### src/rtl/pew_scheduler.sv
// pew_scheduler: round-robin owner of the shared trigger/pew emitter.
// A granted burst is one trigger pre-pulse, then N pew pulses separated by
// gaps, then an optional cooldown. All outputs are registered.
module pew_scheduler #(
    parameter int unsigned NREQ     = 2,
    parameter int unsigned TW       = 24,
    parameter int unsigned TRIG_CYC = 10
) (
    input  logic            clk,
    input  logic            rst,
    input  logic [NREQ-1:0] req,
    input  logic            abort,
    input  logic [TW-1:0]   cfg_pulse,
    input  logic [TW-1:0]   cfg_gap,
    input  logic [TW-1:0]   cfg_cool,
    input  logic [3:0]      cfg_count,
    output logic [NREQ-1:0] grant,
    output logic            done,
    output logic            busy,
    output logic            trigger,
    output logic            pew,
    output logic [3:0]      status
);

    typedef enum logic [1:0] {
        StIdle = 2'd0,
        StArm  = 2'd1,
        StFire = 2'd2,
        StWait = 2'd3
    } state_e;

    state_e          state_q, state_d;
    logic [TW-1:0]   cnt_q, cnt_d;
    logic [3:0]      shots_q, shots_d;
    logic            cool_q, cool_d;      // WAIT is the cooldown, not a gap
    logic [TW-1:0]   pulse_q, pulse_d;
    logic [TW-1:0]   gap_q, gap_d;
    logic [TW-1:0]   cooltime_q, cooltime_d;
    logic [1:0]      last_q, last_d;      // last granted requester
    logic [1:0]      idx_q, idx_d;        // current owner
    logic [NREQ-1:0] grant_d;
    logic            done_d;
    logic            end_burst;

    logic [1:0]      win;
    logic            found;
    int unsigned     cand;
    logic [NREQ-1:0] req_sh;

    // Round-robin search starting just after the last granted requester.
    always_comb begin
        win    = 2'b00;
        found  = 1'b0;
        cand   = 0;
        req_sh = '0;
        for (int unsigned i = 0; i < NREQ; i++) begin
            cand   = ({30'd0, last_q} + 32'd1 + i) % NREQ;
            req_sh = req >> cand;
            if (!found && req_sh[0]) begin
                found = 1'b1;
                win   = cand[1:0];
            end
        end
    end

    // Next-state logic: burst sequencing, config latch, abort handling.
    always_comb begin
        state_d    = state_q;
        cnt_d      = cnt_q;
        shots_d    = shots_q;
        cool_d     = cool_q;
        pulse_d    = pulse_q;
        gap_d      = gap_q;
        cooltime_d = cooltime_q;
        last_d     = last_q;
        idx_d      = idx_q;
        grant_d    = grant;
        done_d     = 1'b0;
        end_burst  = 1'b0;

        case (state_q)
            StIdle: begin
                if (found) begin
                    state_d    = StArm;
                    cnt_d      = TW'(TRIG_CYC);
                    idx_d      = win;
                    grant_d    = NREQ'(1) << win;
                    // Zero-valued fields are promoted here so the datapath never sees them.
                    pulse_d    = (cfg_pulse == '0) ? TW'(1) : cfg_pulse;
                    gap_d      = (cfg_gap == '0) ? TW'(1) : cfg_gap;
                    cooltime_d = cfg_cool;
                    shots_d    = (cfg_count == 4'd0) ? 4'd1 : cfg_count;
                    cool_d     = 1'b0;
                end
            end
            StArm: begin
                if (cnt_q == TW'(1)) begin
                    state_d = StFire;
                    cnt_d   = pulse_q;
                end else begin
                    cnt_d = cnt_q - TW'(1);
                end
            end
            StFire: begin
                if (cnt_q == TW'(1)) begin
                    shots_d = shots_q - 4'd1;
                    if (shots_q > 4'd1) begin
                        state_d = StWait;
                        cool_d  = 1'b0;
                        cnt_d   = gap_q;
                    end else if (cooltime_q != '0) begin
                        state_d = StWait;
                        cool_d  = 1'b1;
                        cnt_d   = cooltime_q;
                    end else begin
                        end_burst = 1'b1;
                    end
                end else begin
                    cnt_d = cnt_q - TW'(1);
                end
            end
            StWait: begin
                if (cnt_q == TW'(1)) begin
                    if (cool_q) begin
                        end_burst = 1'b1;
                    end else begin
                        state_d = StFire;
                        cnt_d   = pulse_q;
                    end
                end else begin
                    cnt_d = cnt_q - TW'(1);
                end
            end
            default: state_d = StIdle;
        endcase

        if (state_q != StIdle && abort) begin
            end_burst = 1'b1;
        end

        // Normal end and abort both release the emitter and rotate priority.
        if (end_burst) begin
            state_d = StIdle;
            done_d  = 1'b1;
            grant_d = '0;
            last_d  = idx_q;
        end
    end

    // State and registered outputs, all derived from the next state.
    always_ff @(posedge clk) begin
        if (rst) begin
            state_q    <= StIdle;
            cnt_q      <= '0;
            shots_q    <= 4'd0;
            cool_q     <= 1'b0;
            pulse_q    <= '0;
            gap_q      <= '0;
            cooltime_q <= '0;
            last_q     <= 2'(NREQ - 1);
            idx_q      <= 2'b00;
            grant      <= '0;
            done       <= 1'b0;
            busy       <= 1'b0;
            trigger    <= 1'b0;
            pew        <= 1'b0;
            status     <= 4'd0;
        end else begin
            state_q    <= state_d;
            cnt_q      <= cnt_d;
            shots_q    <= shots_d;
            cool_q     <= cool_d;
            pulse_q    <= pulse_d;
            gap_q      <= gap_d;
            cooltime_q <= cooltime_d;
            last_q     <= last_d;
            idx_q      <= idx_d;
            grant      <= grant_d;
            done       <= done_d;
            busy       <= (state_d != StIdle);
            trigger    <= (state_d == StArm);
            pew        <= (state_d == StFire);
            status     <= {((state_d == StIdle) ? 2'b00 : idx_d), state_d};
        end
    end

endmodule

### config.mk
export PLATFORM = sky130hd
export DESIGN_NAME = pew_scheduler
export DESIGN_NICKNAME = d
export VERILOG_FILES = /design/src/rtl/pew_scheduler.sv
export SDC_FILE = /design/constraint.sdc
export NUM_CORES = 1
export LEC_CHECK = 0
export CORE_AREA = 2 2 105 107
export CTS_CLUSTER_DIAMETER = 200
export CTS_CLUSTER_SIZE = 20
export DETAILED_ROUTE_END_ITERATION = 8
export DIE_AREA = 0 0 107 109
export GPL_ROUTABILITY_DRIVEN = 0
export PLACE_DENSITY = 0.82
export SLEW_MARGIN = 20
export SYNTH_ARGS = -nofsm -noshare
export SYNTH_HDL_FRONTEND = slang
export SYNTH_SLANG_ARGS = --single-unit
### constraint.sdc
create_clock -name clk -period 2.7 [get_ports clk]
set_input_delay 0.405 -clock clk [delete_from_list [all_inputs] [get_ports clk]]
set_output_delay 0.405 -clock clk [all_outputs]
set_load 0.1 [all_outputs]
==> run summary <==
=====================================================================================
Area growth from synthesis to layout                                            29.6%
Pre-Repair DR Iteration Count                                                       5
Most repeated cell in the gate-level netlist after synthesis             sky130_fd_sc_hd__nand2_1
CTS Root Cell                                                            sky130_fd_sc_hd__clkbuf_8
Number of antenna-violating nets in the routed design                               0
Worst setup SP type                                                         flip-flop
Wire length on met3                                                           1330 um
Setup fix buffers added after clock tree synthesis                                  0
Ports placed on the boundary                                                       91
Global-route total usage across every layer                                     29.0%
Adder-cell share of the synthesized area                                       0.905%
Clock net sink count                                                              114
Number of synthesized flops with an enable pin                                      0
Type of the tightest min-delay check                                           in2reg
Final net count                                                                   901
Post-placement worst setup slack                                               172 ps
Via-to-Cell Ratio                                                                6.07
Ant diodes                                                                          0
Count of routing violations after the opening detailed-route iteration            551
Total number of placement rows                                                     38
Vertical die dimension                                                         109 um
CTS tree                                                                          yes
Max Clk Rate                                                                0.392 GHz
Core Area                                                                 10600 sq um
Main synth FF type                                                       sky130_fd_sc_hd__dfxtp_1
Count of port buffers added during placement                                       90
# Max-Cap Violations                                                                0
Commonest cells post-synth                                               sky130_fd_sc_hd__nand2_1 (178), sky130_fd_sc_hd__a21oi_1 (115), sky130_fd_sc_hd__dfxtp_1 (114)
Residual overflow from global routing                                               0
Data arrival, critical path                                                   2950 ps
Kind of capture point of the worst setup path                               flip-flop
Half-perimeter wire length after placement                                   11500 um
Post-synthesis net count                                                          820
Wire length of the first global-routing pass                                 26500 um
Crit share post-route                                                           94.6%
Area enclosed by the die boundary                                         11700 sq um
Die W                                                                          107 um
Simple logic cell fraction of the synthesized area                              27.1%
Minimum period implied by the final worst setup slack                         2550 ps
Most area-hungry cell type in the Yosys netlist                          sky130_fd_sc_hd__dfxtp_1
Relative max-transition margin                                                  49.5%
Initial Utilization                                                             52.2%
Vias in the first global route                                                   5431
Fillers                                                                           823
Fin util                                                                        67.6%
Count of pins over their slew limit                                                 0
Post-synthesis sequential element count                                           114
Number of warnings reported in the yosys synthesis log                              0
Clock transition at the registers of the reported paths                         60 ps
Gate Count Post-Synth                                                             735
Routed WL                                                                    16700 um
Dominant combinational cell family by area after synthesis               simple AND/OR/NAND/NOR gates
Routed len/inst                                                               17.2 um
Met2 wirelength from detailed routing                                         7990 um
Post-synthesis cell type count                                                     56
Clock latency on the worst-skew pair                                           520 ps
Post-synthesis async set-or-reset flop share                                       0%
Maximum fanout count along the critical path                                       23
Yosys top cell area share                                                       41.2%
Highest metal used                                                               met4
Register area share after synthesis                                             41.2%
Clock Skews                                                                   6.98 ps
Number of antenna violations at the first check in global routing                   0
Mux cell area share after synthesis                                             3.62%
Critical setup path kind                                                      reg2reg
Complex-gate fraction of the synthesized area                                   21.3%
DRC violations left                                                                 0
Xor and xnor fraction of the mapped netlist area                               0.950%
Required time of the critical path                                            3090 ps
Maximum number of buffers from clock root to sink                                   2
Total routed wire length on the met1 layer                                    6720 um
Leading post-synthesis cells by cell area                                sky130_fd_sc_hd__dfxtp_1 (41%), sky130_fd_sc_hd__nand2_1 (12%), sky130_fd_sc_hd__a21oi_1 (10%), sky130_fd_sc_hd__mux2i_1 (3.6%), sky130_fd_sc_hd__nor4_1 (3.1%)
Clock buffer count from CTS                                                        17
Max H-tree Level                                                                    4
Hold Fails Final Rpt                                                                0
Number of vias after detailed routing                                            5871
Worst slew pin tran                                                            757 ps
Post-route setup slack                                                         147 ps
Mapped cell area                                                           5530 sq um
Result of the run                                                           completed
PD cells                                                                  731 nW/um^2
Layout cell share with drive strength beyond 1                                  9.92%
Post-Syn Area per Cell                                                     7.53 sq um
Worst voltage drop across the vdd grid                                     0.000387 V
Number of setup violations in the final report                                      0
Pin count of the biggest net entering global routing                               77
Leakage power figure                                                       0.00277 uW
=====================================================================================
-- state kept, by name, indices dropped and copies added, names as in the netlist --
| signal | count |
|---|---|
| cooltime_q | 24 |
| shots_q | 4 |
| cool_q | 1 |
| cnt_q | 24 |
| pulse_q | 24 |
| done | 1 |
| last_q | 1 |
| idx_q | 2 |
| busy | 1 |
| status | 4 |
| gap_q | 24 |
| trigger | 1 |
| pew | 1 |
| grant | 2 |
-- through the flow --
| step | total power (uW) | cells | TNS [ps] | hold WS (ps) | cell area, sq um |
|---|---|---|---|---|---|
| after detailed placement | 3070 | 937 | 0 | 447 | 6590 |
| after floorplan | 2670 | 735 | 0 | 432 | 5530 |
| after global placement | 3040 | 937 | 0 | 445 | 6590 |
| after global routing | 5450 | 967 | -65.6 | 420 | 7170 |
| after CTS | 5220 | 967 | 0 | 419 | 7170 |
| final | 5240 | 967 | 0 | 427 | 7170 |
-- repair_timing --
item                                    in CTS  in global routing
resized for setup                            0                  1
hold buffers                                 0                  0
endpoints found under the setup margin       0                  1
-- cells in the final DEF, fill, tap and decap left out, drive strengths merged, types with 4 or more instances in the layout --
master / instances
buf: 38
a31oi: 15
nand2: 178
a211oi: 14
nor3: 22
clkinv: 5
nor4: 27
ha: 4
o31ai: 5
nor2: 42
nand3: 7
clkbuf: 21
inv: 8
or3: 6
o21ai: 33
a21oi: 115
and3: 7
nor3b: 5
o41ai: 5
or4: 6
or2: 5
clkdlybuf4s50: 79
xnor2: 4
mux2i: 20
dfxtp: 114
nand3b: 5
-- cell families after synthesis --
kind of cell,Yosys count
compound gates,204
xor+xnor,6
fa+ha+maj,4
buf+inv,64
flops,114
mux,20
simple gates,323
-- cell type report --
type                    count  area, sq um  area share, %
inverters                   9         33.8          0.471
flip-flops and latches    114         2280           31.8
clock buffers              21          469           6.54
repair buffers            117         1100           15.4
multi-input cells         557         3000           41.9
well taps                 140          175           2.44
clock inverters             9          106           1.48
-- routing by layer --
| layer | global-route usage, % | up-vias |
|---|---|---|
| met5 | 0 | - |
| met4 | 16.3 | 0 |
| met3 | 5.44 | 47 |
| met2 | 47.5 | 305 |
| met1 | 35.9 | 2741 |
| li1 | - | 2778 |
-- report_power, final --
group          internal [uW]  switching [uW]
clock network           1390             766
registers               1810             114
logic                    476             680
total                   3680            1560
-- final timing paths --
kind / slack, ps / start / depth (start not counted) / to
worst max-delay path: 150 / shots_q[0]$_SDFFE_PP0P_ / 9 / cnt_q[23]$_SDFFE_PP0P_
worst min-delay path: 430 / cfg_cool[15] / 3 / cooltime_q[15]$_SDFFE_PP0P_
worst max register to register: 150 / shots_q[0]$_SDFFE_PP0P_ / 9 / cnt_q[23]$_SDFFE_PP0P_
worst min register to register: 460 / gap_q[16]$_SDFFE_PP0P_ / 2 / gap_q[16]$_SDFFE_PP0P_
-- worst max-delay path: stages (launching register included) --
cell and delay, ps:
sky130_fd_sc_hd__dfxtp_1 390, sky130_fd_sc_hd__inv_1 70, sky130_fd_sc_hd__ha_1 220, sky130_fd_sc_hd__or2_2 350, sky130_fd_sc_hd__nand2_1 320, sky130_fd_sc_hd__o41ai_1 170, sky130_fd_sc_hd__a21oi_1 160, sky130_fd_sc_hd__buf_4 290
sky130_fd_sc_hd__nor2_1 60, sky130_fd_sc_hd__a2111oi_0 380
Power figures use the tool's default switching activity.
